[src/rtl/ex_muldiv_pkg.sv]
// Shared constants for the RV32M multiply/divide unit: funct3 codes, FSM encodings, zero values.
package ex_muldiv_pkg;

  localparam logic [2:0] INST_MUL    = 3'b000;
  localparam logic [2:0] INST_MULH   = 3'b001;
  localparam logic [2:0] INST_MULHSU = 3'b010;
  localparam logic [2:0] INST_MULHU  = 3'b011;
  localparam logic [2:0] INST_DIV    = 3'b100;
  localparam logic [2:0] INST_DIVU   = 3'b101;
  localparam logic [2:0] INST_REM    = 3'b110;
  localparam logic [2:0] INST_REMU   = 3'b111;

  localparam logic [1:0] MD_IDLE = 2'd0;
  localparam logic [1:0] MD_CALC = 2'd1;
  localparam logic [1:0] MD_END  = 2'd2;

  localparam logic [31:0] ZeroWord = 32'h0000_0000;
  localparam logic [4:0]  ZeroReg  = 5'd0;

  function automatic logic is_div_op(input logic [2:0] op);
    return op inside {INST_DIV, INST_DIVU, INST_REM, INST_REMU};
  endfunction

  function automatic logic is_rem_op(input logic [2:0] op);
    return op inside {INST_REM, INST_REMU};
  endfunction

  function automatic logic op1_signed(input logic [2:0] op);
    return op inside {INST_MULH, INST_MULHSU, INST_DIV, INST_REM};
  endfunction

  function automatic logic op2_signed(input logic [2:0] op);
    return op inside {INST_MULH, INST_DIV, INST_REM};
  endfunction

  function automatic logic is_mul_op(input logic [2:0] op);
    return op inside {INST_MUL, INST_MULH, INST_MULHSU, INST_MULHU};
  endfunction

endpackage

[src/rtl/muldiv_step.sv]
// One iteration of the shared datapath: restoring divide step or shift-add multiply step.
module muldiv_step #(
  parameter int XLEN = 32
) (
  input  logic              is_div_i,
  input  logic [2*XLEN-1:0] acc_i,
  input  logic [XLEN-1:0]   operand_i,
  output logic [2*XLEN-1:0] acc_o
);

  logic [XLEN:0] sum;
  logic [XLEN:0] diff;

  // acc holds {partial, multiplier} for multiply and {remainder, dividend/quotient} for divide
  always_comb begin
    sum  = {1'b0, acc_i[2*XLEN-1:XLEN]} + (acc_i[0] ? {1'b0, operand_i} : '0);
    diff = acc_i[2*XLEN-1:XLEN-1] - {1'b0, operand_i};
    if (!is_div_i)
      acc_o = {sum, acc_i[XLEN-1:1]};
    else if (!diff[XLEN])
      acc_o = {diff[XLEN-1:0], acc_i[XLEN-2:0], 1'b1};
    else
      acc_o = {acc_i[2*XLEN-2:0], 1'b0};
  end

endmodule

[src/rtl/ex_muldiv.sv]
// Multi-cycle RV32M multiply/divide unit in EX; stalls the pipeline while iterating.
// MULDIV_FAST_MUL_EN: single-cycle multiplies through a 33x33 signed product.
module ex_muldiv
  import ex_muldiv_pkg::*;
#(
  parameter int XLEN  = 32,
  parameter int CNT_W = 6
) (
  input  logic            clk,
  input  logic            rst,
  input  logic            start_i,
  input  logic [2:0]      op_i,
  input  logic [XLEN-1:0] op1_i,
  input  logic [XLEN-1:0] op2_i,
  input  logic [4:0]      reg_waddr_i,
  input  logic            flush_i,
  output logic [XLEN-1:0] result_o,
  output logic            ready_o,
  output logic            reg_we_o,
  output logic [4:0]      reg_waddr_o,
  output logic            busy_o,
  output logic            stall_o
);

  localparam logic [CNT_W-1:0] LAST_CNT = CNT_W'(XLEN - 1);

  logic [1:0]        state_reg;
  logic [2:0]        op_reg;
  logic [4:0]        waddr_reg;
  logic              neg_reg, sign1_reg;
  logic [2*XLEN-1:0] acc_reg, step_acc, prod;
  logic [XLEN-1:0]   operand_reg, result_reg, fix_res, quot, rem;
  logic [CNT_W-1:0]  cnt_reg;

  logic            s1, s2, accept, div_zero, div_ovf;
  logic [XLEN-1:0] abs1, abs2;

  assign s1       = op1_signed(op_i) & op1_i[XLEN-1];
  assign s2       = op2_signed(op_i) & op2_i[XLEN-1];
  assign abs1     = s1 ? -op1_i : op1_i;
  assign abs2     = s2 ? -op2_i : op2_i;
  assign accept   = (state_reg == MD_IDLE) & start_i & ~flush_i;
  assign div_zero = is_div_op(op_i) & (op2_i == '0);
  assign div_ovf  = ((op_i == INST_DIV) | (op_i == INST_REM)) &
                    (op1_i == {1'b1, {(XLEN-1){1'b0}}}) & (op2_i == '1);

`ifdef MULDIV_FAST_MUL_EN
  logic signed [XLEN:0]     fast_a, fast_b;
  logic signed [2*XLEN+1:0] fast_p;
  logic [XLEN-1:0]          fast_res;

  assign fast_a   = {s1, op1_i};
  assign fast_b   = {s2, op2_i};
  assign fast_p   = fast_a * fast_b;
  assign fast_res = (op_i == INST_MUL) ? fast_p[XLEN-1:0] : fast_p[2*XLEN-1:XLEN];
`endif

  muldiv_step #(.XLEN(XLEN)) u_step (
    .is_div_i  (is_div_op(op_reg)),
    .acc_i     (acc_reg),
    .operand_i (operand_reg),
    .acc_o     (step_acc)
  );

  // Sign fix-up on the final iteration's output, written straight into result_reg
  assign prod    = neg_reg ? -step_acc : step_acc;
  assign quot    = neg_reg ? -step_acc[XLEN-1:0] : step_acc[XLEN-1:0];
  assign rem     = sign1_reg ? -step_acc[2*XLEN-1:XLEN] : step_acc[2*XLEN-1:XLEN];
  assign fix_res = is_div_op(op_reg) ? (is_rem_op(op_reg) ? rem : quot)
                 : ((op_reg == INST_MUL) ? prod[XLEN-1:0] : prod[2*XLEN-1:XLEN]);

  always_ff @(posedge clk or negedge rst) begin
    if (!rst) begin
      state_reg   <= MD_IDLE;
      op_reg      <= INST_MUL;
      waddr_reg   <= ZeroReg;
      neg_reg     <= 1'b0;
      sign1_reg   <= 1'b0;
      acc_reg     <= '0;
      operand_reg <= '0;
      result_reg  <= XLEN'(ZeroWord);
      cnt_reg     <= '0;
    end else begin
      case (state_reg)
        MD_IDLE: begin
          if (accept) begin
            op_reg    <= op_i;
            waddr_reg <= reg_waddr_i;
            sign1_reg <= s1;
            neg_reg   <= s1 ^ s2;
            cnt_reg   <= '0;
            if (div_zero) begin
              result_reg <= is_rem_op(op_i) ? op1_i : '1;
              state_reg  <= MD_END;
            end else if (div_ovf) begin
              result_reg <= is_rem_op(op_i) ? '0 : op1_i;
              state_reg  <= MD_END;
            end
`ifdef MULDIV_FAST_MUL_EN
            else if (is_mul_op(op_i)) begin
              result_reg <= fast_res;
              state_reg  <= MD_END;
            end
`endif
            else begin
              acc_reg     <= {{XLEN{1'b0}}, is_div_op(op_i) ? abs1 : abs2};
              operand_reg <= is_div_op(op_i) ? abs2 : abs1;
              state_reg   <= MD_CALC;
            end
          end
        end
        MD_CALC: begin
          if (flush_i) begin
            state_reg <= MD_IDLE;
          end else begin
            acc_reg <= step_acc;
            cnt_reg <= cnt_reg + 1'b1;
            if (cnt_reg == LAST_CNT) begin
              result_reg <= fix_res;
              state_reg  <= MD_END;
            end
          end
        end
        default: state_reg <= MD_IDLE;
      endcase
    end
  end

  assign ready_o     = (state_reg == MD_END) & ~flush_i;
  assign reg_we_o    = ready_o;
  assign reg_waddr_o = waddr_reg;
  assign result_o    = result_reg;
  assign busy_o      = (state_reg != MD_IDLE);
  assign stall_o     = accept | ((state_reg == MD_CALC) & ~flush_i);

endmodule

[config.mk]
export PLATFORM = sky130hd
export DESIGN_NAME = ex_muldiv
export DESIGN_NICKNAME = d
export VERILOG_FILES = /design/src/rtl/ex_muldiv_pkg.sv /design/src/rtl/muldiv_step.sv /design/src/rtl/ex_muldiv.sv
export SDC_FILE = /design/constraint.sdc
export NUM_CORES = 1
export LEC_CHECK = 0
export ABC_AREA = 1
export CORE_MARGIN = 5
export CORE_UTILIZATION = 35
export CTS_CLUSTER_SIZE = 40
export DETAILED_ROUTE_END_ITERATION = 7
export PLACE_DENSITY = 0.53
export SYNTH_ARGS = -nofsm -noshare
export SYNTH_HDL_FRONTEND = slang
export SYNTH_HIERARCHICAL = 1
export SYNTH_SLANG_ARGS = --single-unit
[constraint.sdc]
create_clock -name clk -period 11 [get_ports clk]
set_clock_uncertainty 0.2 [all_clocks]
set_input_delay 2.2 -clock clk [delete_from_list [all_inputs] [get_ports clk]]
set_output_delay 2.2 -clock clk [all_outputs]
set_load 0.005 [all_outputs]
# Yosys cells after proc, flatten, opt, wreduce, memory -nomap -nowiden
# Cells that the tools add are included.
# W data, S select, Z words.
# word_totals
output_inout_bits	41
inputBits	76
register_bits	146
elab_cells	106
# op_classes
mux	35
bitwise_logic	15
eq_ne	22
add_sub_neg	8
reduce_logical	17
# op_table
cell	count
$mux W32	17
$mux W64	7
$neg A32 Y32	4
$pmux W64 S2	1
$eq A32 B32 Y1 const B	2
$neg A64 Y64	1
$pmux W32 S2	1
$add A32 B33 Y33	1
$sub A33 B32 Y33	1
$logic_not A32 Y1	1
$eq A3 B3 Y1 const B	8
$mux W6	2
$pmux W6 S2	1
$reduce_bool A4 Y1	3
$mux W2	5
$ne A2 B2 Y1 const B	5
$reduce_and A5 Y1	2
$and A1 B1 Y1	9
$reduce_bool A2 Y1	4
$add A6 B1 Y6 const B	1
$eq A6 B5 Y1 const B	1
$ne A3 B3 Y1 const B	2
$pmux W2 S2	1
$reduce_and A2 Y1	2
12 further kinds	15

# Logic depth before layout (Yosys ltp)
# Gate-level depths: netlist of run 1.
# logic_depth
word_depth	10
mapped_depth	32
mapped_depth_nobuf	31

# Hierarchy
# Netlist of run 1, hierarchy kept.
# modules_own_cells
mod	n_inst	seq_area_each_um2	cells_per_inst	area_per_inst_um2
ex_muldiv	1	3653.5	2561	13954.6
muldiv_step	1	0.0	1310	6456.2

# Worst setup path after synthesis of run 1
# Ideal clock, no wire load.
# synth_path
kind	input to output
startpoint	input port flush_i
endpoint	output port stall_o
path_buffers	0
slack_ns	5.877
t_required_ns	8.600
arrival_ns	2.723
cell_stages	5
cell_sequence	inv_1 nand3_1 inv_1 nor2_1 inv_1
# synth_via
elab_chain_cells	3
elab_cells_between_ends	4
cone_classes	4 x bitwise
# synth_lines
element	line_no	text
from (decl)	ex_muldiv.sv:16	input logic flush_i,
$not A1 Y1 (*)	ex_muldiv.sv:42, ex_muldiv.sv:134	
$and A1 B1 Y1, on equally long branches	ex_muldiv.sv:42, ex_muldiv.sv:134	
$or A1 B1 Y1 (*)	ex_muldiv.sv:134	assign stall_o = accept | ((state_reg == MD_CALC) & ~flush_i);
to (decl)	ex_muldiv.sv:22	output logic stall_o
# Mark *: on every way between the ends. The rest lies on a longest branch, timed or not.

# Worst setup path in the final report of run 1
# Ends and elaborated chain as after synthesis.

==> flow_results.org, run 1 <==
** Cells and area
- Max FFs per register :: 64
- At the end of the flow the core is filled with cells to about two fifths.
- The number of antenna diodes in the final layout is 0.
- In the layout the commonest cells are 1546 x sky130_fd_sc_hd__nand2_1, 480 x sky130_fd_sc_hd__nor2_1, 455 x sky130_fd_sc_hd__inv_1.
- Relative to the synthesized area, the layout overhead comes to 10.7%.
- Final cell count without fillers :: between 4000 and 5000
- For this run, the post-layout net count is 4046.
- Leaving out fill and tap cells, the most frequent cell in the layout is sky130_fd_sc_hd__nand2_1.
- Cells with a size suffix above 1 make up under 10% of the layout.

** Logic synthesis
- The mapped netlist covers approximately 20000 um^2.
- Number of unique standard cell types used by synthesis :: 48
- Of the total synthesized cell area, the portion taken by XOR and XNOR cells is approximately 2.1%.
- Simple-gate area share of the yosys netlist :: 53.6%
- Yosys attributes the largest share of cell area to sky130_fd_sc_hd__nand2_1 28%, sky130_fd_sc_hd__dfrtp_1 18%, sky130_fd_sc_hd__nand3_1 11%, sky130_fd_sc_hd__nor2_1 8.8%, sky130_fd_sc_hd__inv_1 8.4%.
- sky130_fd_sc_hd__nand2_1 takes more of the synthesized area than any other cell.
- Area fraction of the dominant cell type after synthesis :: between 20 and 30%
- Synthesis inferred roughly 150 register bits.
- Post-Synthesis Mean Instance Area :: roughly 5.3 um^2
- Largest family of logic cells by synthesized area :: simple AND/OR/NAND/NOR gates
- Multiplexer share of the synthesized area :: 0%
- Yosys warnings :: 6
- Summing the areas of all compound-gate instances in the mapped netlist gives 9.62% of the synthesized area.
- Of the total synthesized cell area, the portion taken by full adders, half adders and majority gates is 4.49%.
- Part of the Yosys area used for sequential elements :: 17.9%
- Number of nets produced by synthesis :: ~4000
- Count of mapped cells out of synthesis :: 3871

** STA
- For the final routed database, the setup TNS stands at 0 ns.
- Final worst path period share :: 63.2%
- Worst-case headroom to the max-slew limit :: 12.2%
- Actual transition at the worst max-transition pin :: 1.30 ns
- Setup repair after global routing left no endpoint under its margin.
- For this run, the top clock speed supported by timing is about 140 MHz.
- Setup violations remaining at the end of the flow were counted as 0.
- Worst Hold Slack :: around 0.28 ns
- The count of pins over their slew limit is 0.
- Final Hold Viols :: 0
- Time the final worst path needs with I/O delays and setup :: between 6 and 7 ns

** Clock tree
- TritonCTS built the clock tree.
- The number of gates resized after CTS was 0.
- In this run, CTS created clock tree buffers numbering 17.
- Insertion delay of the later-clocked pin in the worst-skew pair :: about 0.47 ns
- The H-tree was split into 4 levels.
- The number of hold buffers added after CTS was 0.
- Post-CTS timing repair inserted 0 buffers for setup.
- In this run the clock root is driven by a sky130_fd_sc_hd__clkbuf_16.
- Clock slew at the register clock pins of the worst setup and hold paths :: ~0.070 ns
- No sink is reached through more buffers than the 2 on the longest clock path.
- TritonCTS sink count :: 146

** Placement
- The congestion estimate from routability-driven global placement came to 0.996.
- The count of buffers added on input and output ports is about 120.
- The HPWL after detailed placement is 73000 um.
- Counting tap cells, the placed design contains a total of between 4000 and 5000 instances.

** Floorplan
- Core region area :: ~58000 um^2
- Initial Util :: between 30% and 40%
- Die Area :: approximately 63000 um^2
- Count of boundary I/O pins :: ~120
- Width of the die :: between 200 and 300 um
- Row count :: between 80 and 90
- Die Y-Extent :: 251 um

** Drt
- The first routing iteration left about 2500 violations.
- For this block, the via count after detailed routing is between 20000 and 25000.
- In the final routed layout, each cell accounts on average for 19.3 um.
- After detailed routing, the number of remaining DRC violations is 0.
- Ratio of routed vias to standard cells :: 5.22
- Count of TritonRoute iterations in the first routing pass :: 6
- Routed wire length :: between 90000 and 100000 um
- Routed Antenna Nets :: 0

** Global route
- Remaining global-route overflow :: 0
- Largest net degree at the start of global routing :: around 90
- The initial antenna violation count came to 0.
- The number of global-route vias before repair came to approximately 22000.
- The first global-routing pass estimated 135000 um of wire.
- Total GRT Usage :: 27.7%

** Setup path
- Data on the critical path is required at its endpoint by 8.60 ns.
- STA classifies the critical path endpoint as a primary output.
- Worst-path maximum fanout :: 14
- The worst setup path is launched from a primary input.
- The worst setup path is of the in -> out kind.
- Arr. time, crit path :: 4.56 ns

** Outcome
- Result of the run :: finished, final reports clean

** Flow run
- Max-cap violations in this run came to 0.

** Power and ir drop
- Worst supply voltage drop on vdd :: approximately 0.00016 V
- For this design the static power due to leakage is 12.2 nW.
- Total power for the finished layout comes to about 5.5 mW.
- Ratio of total power to cell area :: ~240 nW/um^2

** Hold path
- Class of the worst hold path :: reg -> reg
## per-layer routing
metal  vias up  track usage (%)  routed length, um  part of all wire, %
met5         -                0                  0                    0
li1      12200                -                  -                    -
met2       891             45.9              41600                   46
met4         0             8.84               3120                  3.5
met1     11200             37.3              39600                   44
met3       136             3.88               5930                  6.6
## layout make-up
cell class | count | area [um^2]
Clock buffer | 18 | 429
Multi-Input combinational cell | 3122 | 14300
Fill cell | 6718 | 35100
Sequential cell | 146 | 3660
Timing Repair Buffer | 143 | 1360
Tap cell | 765 | 957
Clock inverter | 14 | 161
Inverter | 468 | 1760
## logic make-up (layout without fill, tap and decap cells)
family | count (synthesis) | in the layout
XOR/XNOR | 50 | 50
AND/OR/NAND/NOR | 2635 | 2635
adder cells (fa/ha/maj) | 72 | 72
flip-flops | 146 | 146
AO/OA/AOI/OAI | 365 | 365
buffers and inverters | 603 | 643
## synth_stat cells (all sizes together)
| cell | number |
|---|---|
| nand2 | 1580 |
| nor2 | 486 |
| inv | 465 |
| nand3 | 458 |
| o21ai | 205 |
| dfrtp | 146 |
| a21oi | 115 |
| clkbuf | 81 |
| ha | 70 |
| buf | 53 |
| nand4 | 42 |
| xor2 | 39 |
| nor3 | 25 |
| nand3b | 22 |
| o211ai | 13 |
| o21bai | 13 |
| or2 | 11 |
| xnor2 | 11 |
| and2 | 7 |
| a21o | 5 |
| a211oi | 4 |
| o21a | 4 |
| clkinv | 3 |
| a221oi | 2 |
| and3 | 2 |
| fa | 2 |
| nor4 | 2 |
| o211a | 2 |
| a21boi | 1 |
| a31oi | 1 |
| dlygate4sd1 | 1 |
## worst max-delay path, stage by stage
cell and delay [ns]:
sky130_fd_sc_hd__clkdlybuf4s50_1 0.44, sky130_fd_sc_hd__inv_1 0.07, sky130_fd_sc_hd__nand3_1 0.43, sky130_fd_sc_hd__inv_1 0.48, sky130_fd_sc_hd__nor2_1 0.12, sky130_fd_sc_hd__inv_1 0.23
sky130_fd_sc_hd__clkdlybuf4s50_1 0.58
## path summary, 6_finish.rpt
check	startpoint	to	slack, ns	cells after the start
setup / recovery	flush_i	stall_o	4.04	7
setup reg to reg	operand_reg[0]$_DFFE_PN0P_	result_o[16]$_DFFE_PN0P_	5.53	27
min in group asynchronous	rst	acc_reg[37]$_DFFE_PN0P_	1.59	1
hold reg to reg	result_o[14]$_DFFE_PN0P_	result_o[14]$_DFFE_PN0P_	0.28	2
hold / removal	result_o[14]$_DFFE_PN0P_	result_o[14]$_DFFE_PN0P_	0.28	2
max in group asynchronous	rst	neg_reg$_DFFE_PN0P_	7.55	2
## where the power goes
group          switching [mW]  total (mW)  leakage [nW]  internal, mW
Combinational            2.77        3.94          10.0          1.17
Clock                   0.280       0.603         0.293         0.323
Sequential              0.249       0.971          1.86         0.722
Total                    3.30        5.51          12.2          2.22
## through the flow
| stage | setup WS (ns) | cell area, um^2 |
|---|---|---|
| 5_1_grt | 3.87 | 22600 |
| 4_1_cts | 4.03 | 22600 |
| 3_3_place_gp | 4.07 | 22000 |
| 2_1_floorplan | 5.88 | 20400 |
| 6_report | 4.04 | 22600 |
| 3_5_place_dp | 4.03 | 22000 |
Power figures use the tool's default switching activity.
==> inputs of run 2 (changes only) <==
- PLACE_DENSITY: 0.53 -> 0.54
- clock period: 11 -> 6.3 ns (I/O delays scaled with it)
==> run 2 against run 1 <==
Effect of this change: sequential power rose by 69%; non-clock buffer count rose by 11; die area did not move; critical path depth rose by 19; worst hold slack got worse by 0.00057 ns; critical endpoint is now result_o[9]$_DFFE_PN0P_; register-to-register slack got worse by 4.5 ns; power rose by 77%; via count rose by 1.1%; highest routed layer unchanged.
==> flow_results.org, run 2 (same netlist as run 1, synthesis figures left out) <==
** Outcome
- The run finished with clean final reports.

** Drt
- Iteration-0 DRC count of the detailed router :: roughly 2700
- Detailed routing inserted a total of about 25000 vias.
- Routed wire length :: between 90000 and 100000 um
- In the routed layout, each cell is associated on average with a via count of between 5 and 6.
- Count of TritonRoute iterations in the first routing pass :: 6
- After detailed routing, the number of remaining DRC violations is 0.
- After detailed routing, the average wire length per cell comes to between 20 and 25 um.
- The detail route stage leaves a number of antenna-violating nets equal to 0.

** STA
- Final setup viols :: 0
- Time the final worst path needs with I/O delays and setup :: roughly 5.3 ns
- Setup repair after global routing missed its margin :: false
- For this run, the top clock speed supported by timing is around 190 MHz.
- At the pin with the least slew margin, the transition time is 1.25 ns.
- Of the available clock period, the critical path in the final layout requires ~84%.
- In the final timing run, aggregate negative setup slack is 0 ns.
- Worst Hold Slack :: approximately 0.28 ns
- The count of pins over their slew limit came to 0.
- The worst pin sits at a relative slew slack of 15.9%.
- Final Hold Viols :: 0

** Placement
- Total of buffers placed on input and output ports :: about 120
- Dpl hpwl :: about 77000 um
- Placer congestion estimate :: a little under 1
- The placed instances occupy a cell area of 22100 um^2.

** Power and ir drop
- In this run the power density over the cells is between 400 and 500 nW/um^2.
- Static leakage :: between 10 and 15 nW
- Across the VDD grid, the largest voltage drop is around 0.00032 V.

** Global route
- Largest net degree at the start of global routing :: slightly below 100
- First-pass GRT wire length :: between 100000 and 150000 um
- Remaining global-route overflow :: 0
- The initial antenna violation count came to 0.
- Via count of the first global-routing pass :: around 23000
- Total GRT Usage :: 29.0%

** Clock tree
- Post-CTS repair changed the size of 0 cells.
- After clock tree synthesis, the setup repair step added 0 buffers.
- CTS Root Buffer Type :: sky130_fd_sc_hd__clkbuf_16
- The longest clock path from root to sink contains 2 buffers.
- After clock tree synthesis, the flow added hold-fix buffers numbering 0.
- The number of clock buffers added by TritonCTS is 17.
- Number of H-tree branching levels :: 4
- TritonCTS clock tree :: built
- Insertion delay of the later-clocked pin in the worst-skew pair :: slightly below 0.5 ns
- Clock-pin slew was measured on the worst setup and hold paths at ~0.08 ns.
- TritonCTS sink count :: around 150

** Setup path
- Worst reg2reg setup slack :: 1.00 ns
- Worst reg2reg path depth :: 26
- For the worst setup path, the data required time is approximately 6.5 ns.
- The worst setup path is captured at a flip-flop.
- Crit path launch :: acc_reg[31]$_DFFE_PN0P_
- Arr. time, crit path :: around 5.5 ns
- The critical path ends at result_o[9]$_DFFE_PN0P_.
- Type of the setup path with the least slack :: reg -> reg
- R2R Path Start :: acc_reg[31]$_DFFE_PN0P_
- Kind of start point of the critical path :: flip-flop
- The endpoint identified for the worst register-to-register timing path is result_o[9]$_DFFE_PN0P_.
- Of all nets on the critical path, the largest fanout is 16.

** Cells and area
- Relative to the synthesized area, the layout overhead comes to 11.2%.
- In the final design database the tool counted around 4100 nets.
- Leaving out fill and tap cells, the most frequent cell in the layout is sky130_fd_sc_hd__nand2_1.
- The repair_antennas step left the layout with diodes totalling 0.
- Leading cell types in the layout, fill and taps excluded :: 1546 x sky130_fd_sc_hd__nand2_1, 480 x sky130_fd_sc_hd__nor2_1, 455 x sky130_fd_sc_hd__inv_1
- The register with the most flip-flops in the layout has 64 of them.
- In the final layout, the share of cells above drive strength 1 is under 10%.
- Post-route standard cell area excluding fillers :: 22700 um^2

** Floorplan
- Count of boundary I/O pins :: between 100 and 150
- Row count :: roughly 90
- Width of the die :: roughly 250 um
- The floorplan step defined a core boundary enclosing approximately 58000 um^2.
- Die Area :: between 60000 and 70000 um^2
- Initial Util :: roughly 35%
- Die Y-Extent :: around 250 um

** Hold path
- Class of the worst hold path :: reg -> reg

** Flow run
- Across the run, the number of max-cap violations was 0.
[run 2: area by class of cell]
type / instances / area [um^2]
fillers: 6691 / 35000
multi-input cells: 3122 / 14300
flip-flops and latches: 146 / 3660
inverters: 468 / 1760
repair buffers: 154 / 1460
well taps: 765 / 957
clock buffers: 17 / 425
clock inverters: 15 / 184
[run 2: per-layer routing]
layer  vias up  GRT usage (%)  share of wire, %
met1     11300           39.0                43
met3       169           3.99               6.8
met4         0           10.0               4.0
met2       984           47.8                46
li1      12300              -                 -
met5         -              0                 0
[run 2: metrics by stage]
stage	power, mW	cells	util, %	setup slack [ns]
final	9.78	4687	39.4	1.00
after global routing	10.5	4687	39.4	0.675
after CTS	9.63	4687	39.4	1.19
after detailed placement	8.52	4655	38.3	1.22
after global placement	8.57	4655	38.3	1.14
after floorplan	6.09	3871	-	2.52
[run 2: worst min path at each step]
stage | endpoint | cells past startpoint | slack, ns | startpoint
floorplan | acc_reg[0]$_DFFE_PN0P_ | 2 | 0.25 | acc_reg[0]$_DFFE_PN0P_
global placement | acc_reg[14]$_DFFE_PN0P_ | 2 | 0.26 | acc_reg[14]$_DFFE_PN0P_
detailed placement | acc_reg[27]$_DFFE_PN0P_ | 2 | 0.26 | acc_reg[27]$_DFFE_PN0P_
CTS | acc_reg[26]$_DFFE_PN0P_ | 2 | 0.28 | acc_reg[26]$_DFFE_PN0P_
global route | acc_reg[22]$_DFFE_PN0P_ | 2 | 0.30 | acc_reg[22]$_DFFE_PN0P_
finish | acc_reg[26]$_DFFE_PN0P_ | 2 | 0.28 | acc_reg[26]$_DFFE_PN0P_
[run 2: worst max-delay path, stage by stage, from the launching register on]
cell and delay (ns):
sky130_fd_sc_hd__dfrtp_1 0.35, sky130_fd_sc_hd__inv_1 0.09, sky130_fd_sc_hd__ha_1 0.24, sky130_fd_sc_hd__fa_1 0.46, sky130_fd_sc_hd__inv_1 0.11, sky130_fd_sc_hd__nand2_1 0.07
sky130_fd_sc_hd__nand2_1 0.08, sky130_fd_sc_hd__nand3_1 0.09, sky130_fd_sc_hd__nand2_2 0.13, sky130_fd_sc_hd__nand2_2 0.08, sky130_fd_sc_hd__nand2_4 0.08, sky130_fd_sc_hd__nand2_4 0.08
sky130_fd_sc_hd__nand2_4 0.11, sky130_fd_sc_hd__nand2_4 0.15, sky130_fd_sc_hd__nand3_1 0.26, sky130_fd_sc_hd__nand2_1 0.21, sky130_fd_sc_hd__inv_1 0.15, sky130_fd_sc_hd__nand2_1 0.10
sky130_fd_sc_hd__nor2_1 0.49, sky130_fd_sc_hd__nand2_1 0.16, sky130_fd_sc_hd__o21ai_1 0.61, sky130_fd_sc_hd__nand3_1 0.31, sky130_fd_sc_hd__nand3_1 0.19, sky130_fd_sc_hd__nand3_1 0.08
sky130_fd_sc_hd__nand2_1 0.18, sky130_fd_sc_hd__nand2_1 0.11, sky130_fd_sc_hd__nand2_1 0.07
[run 2: where the power goes]
part	internal, mW	switching (mW)
Sequential	1.26	0.384
Combinational	2.07	4.99
Clock	0.536	0.533
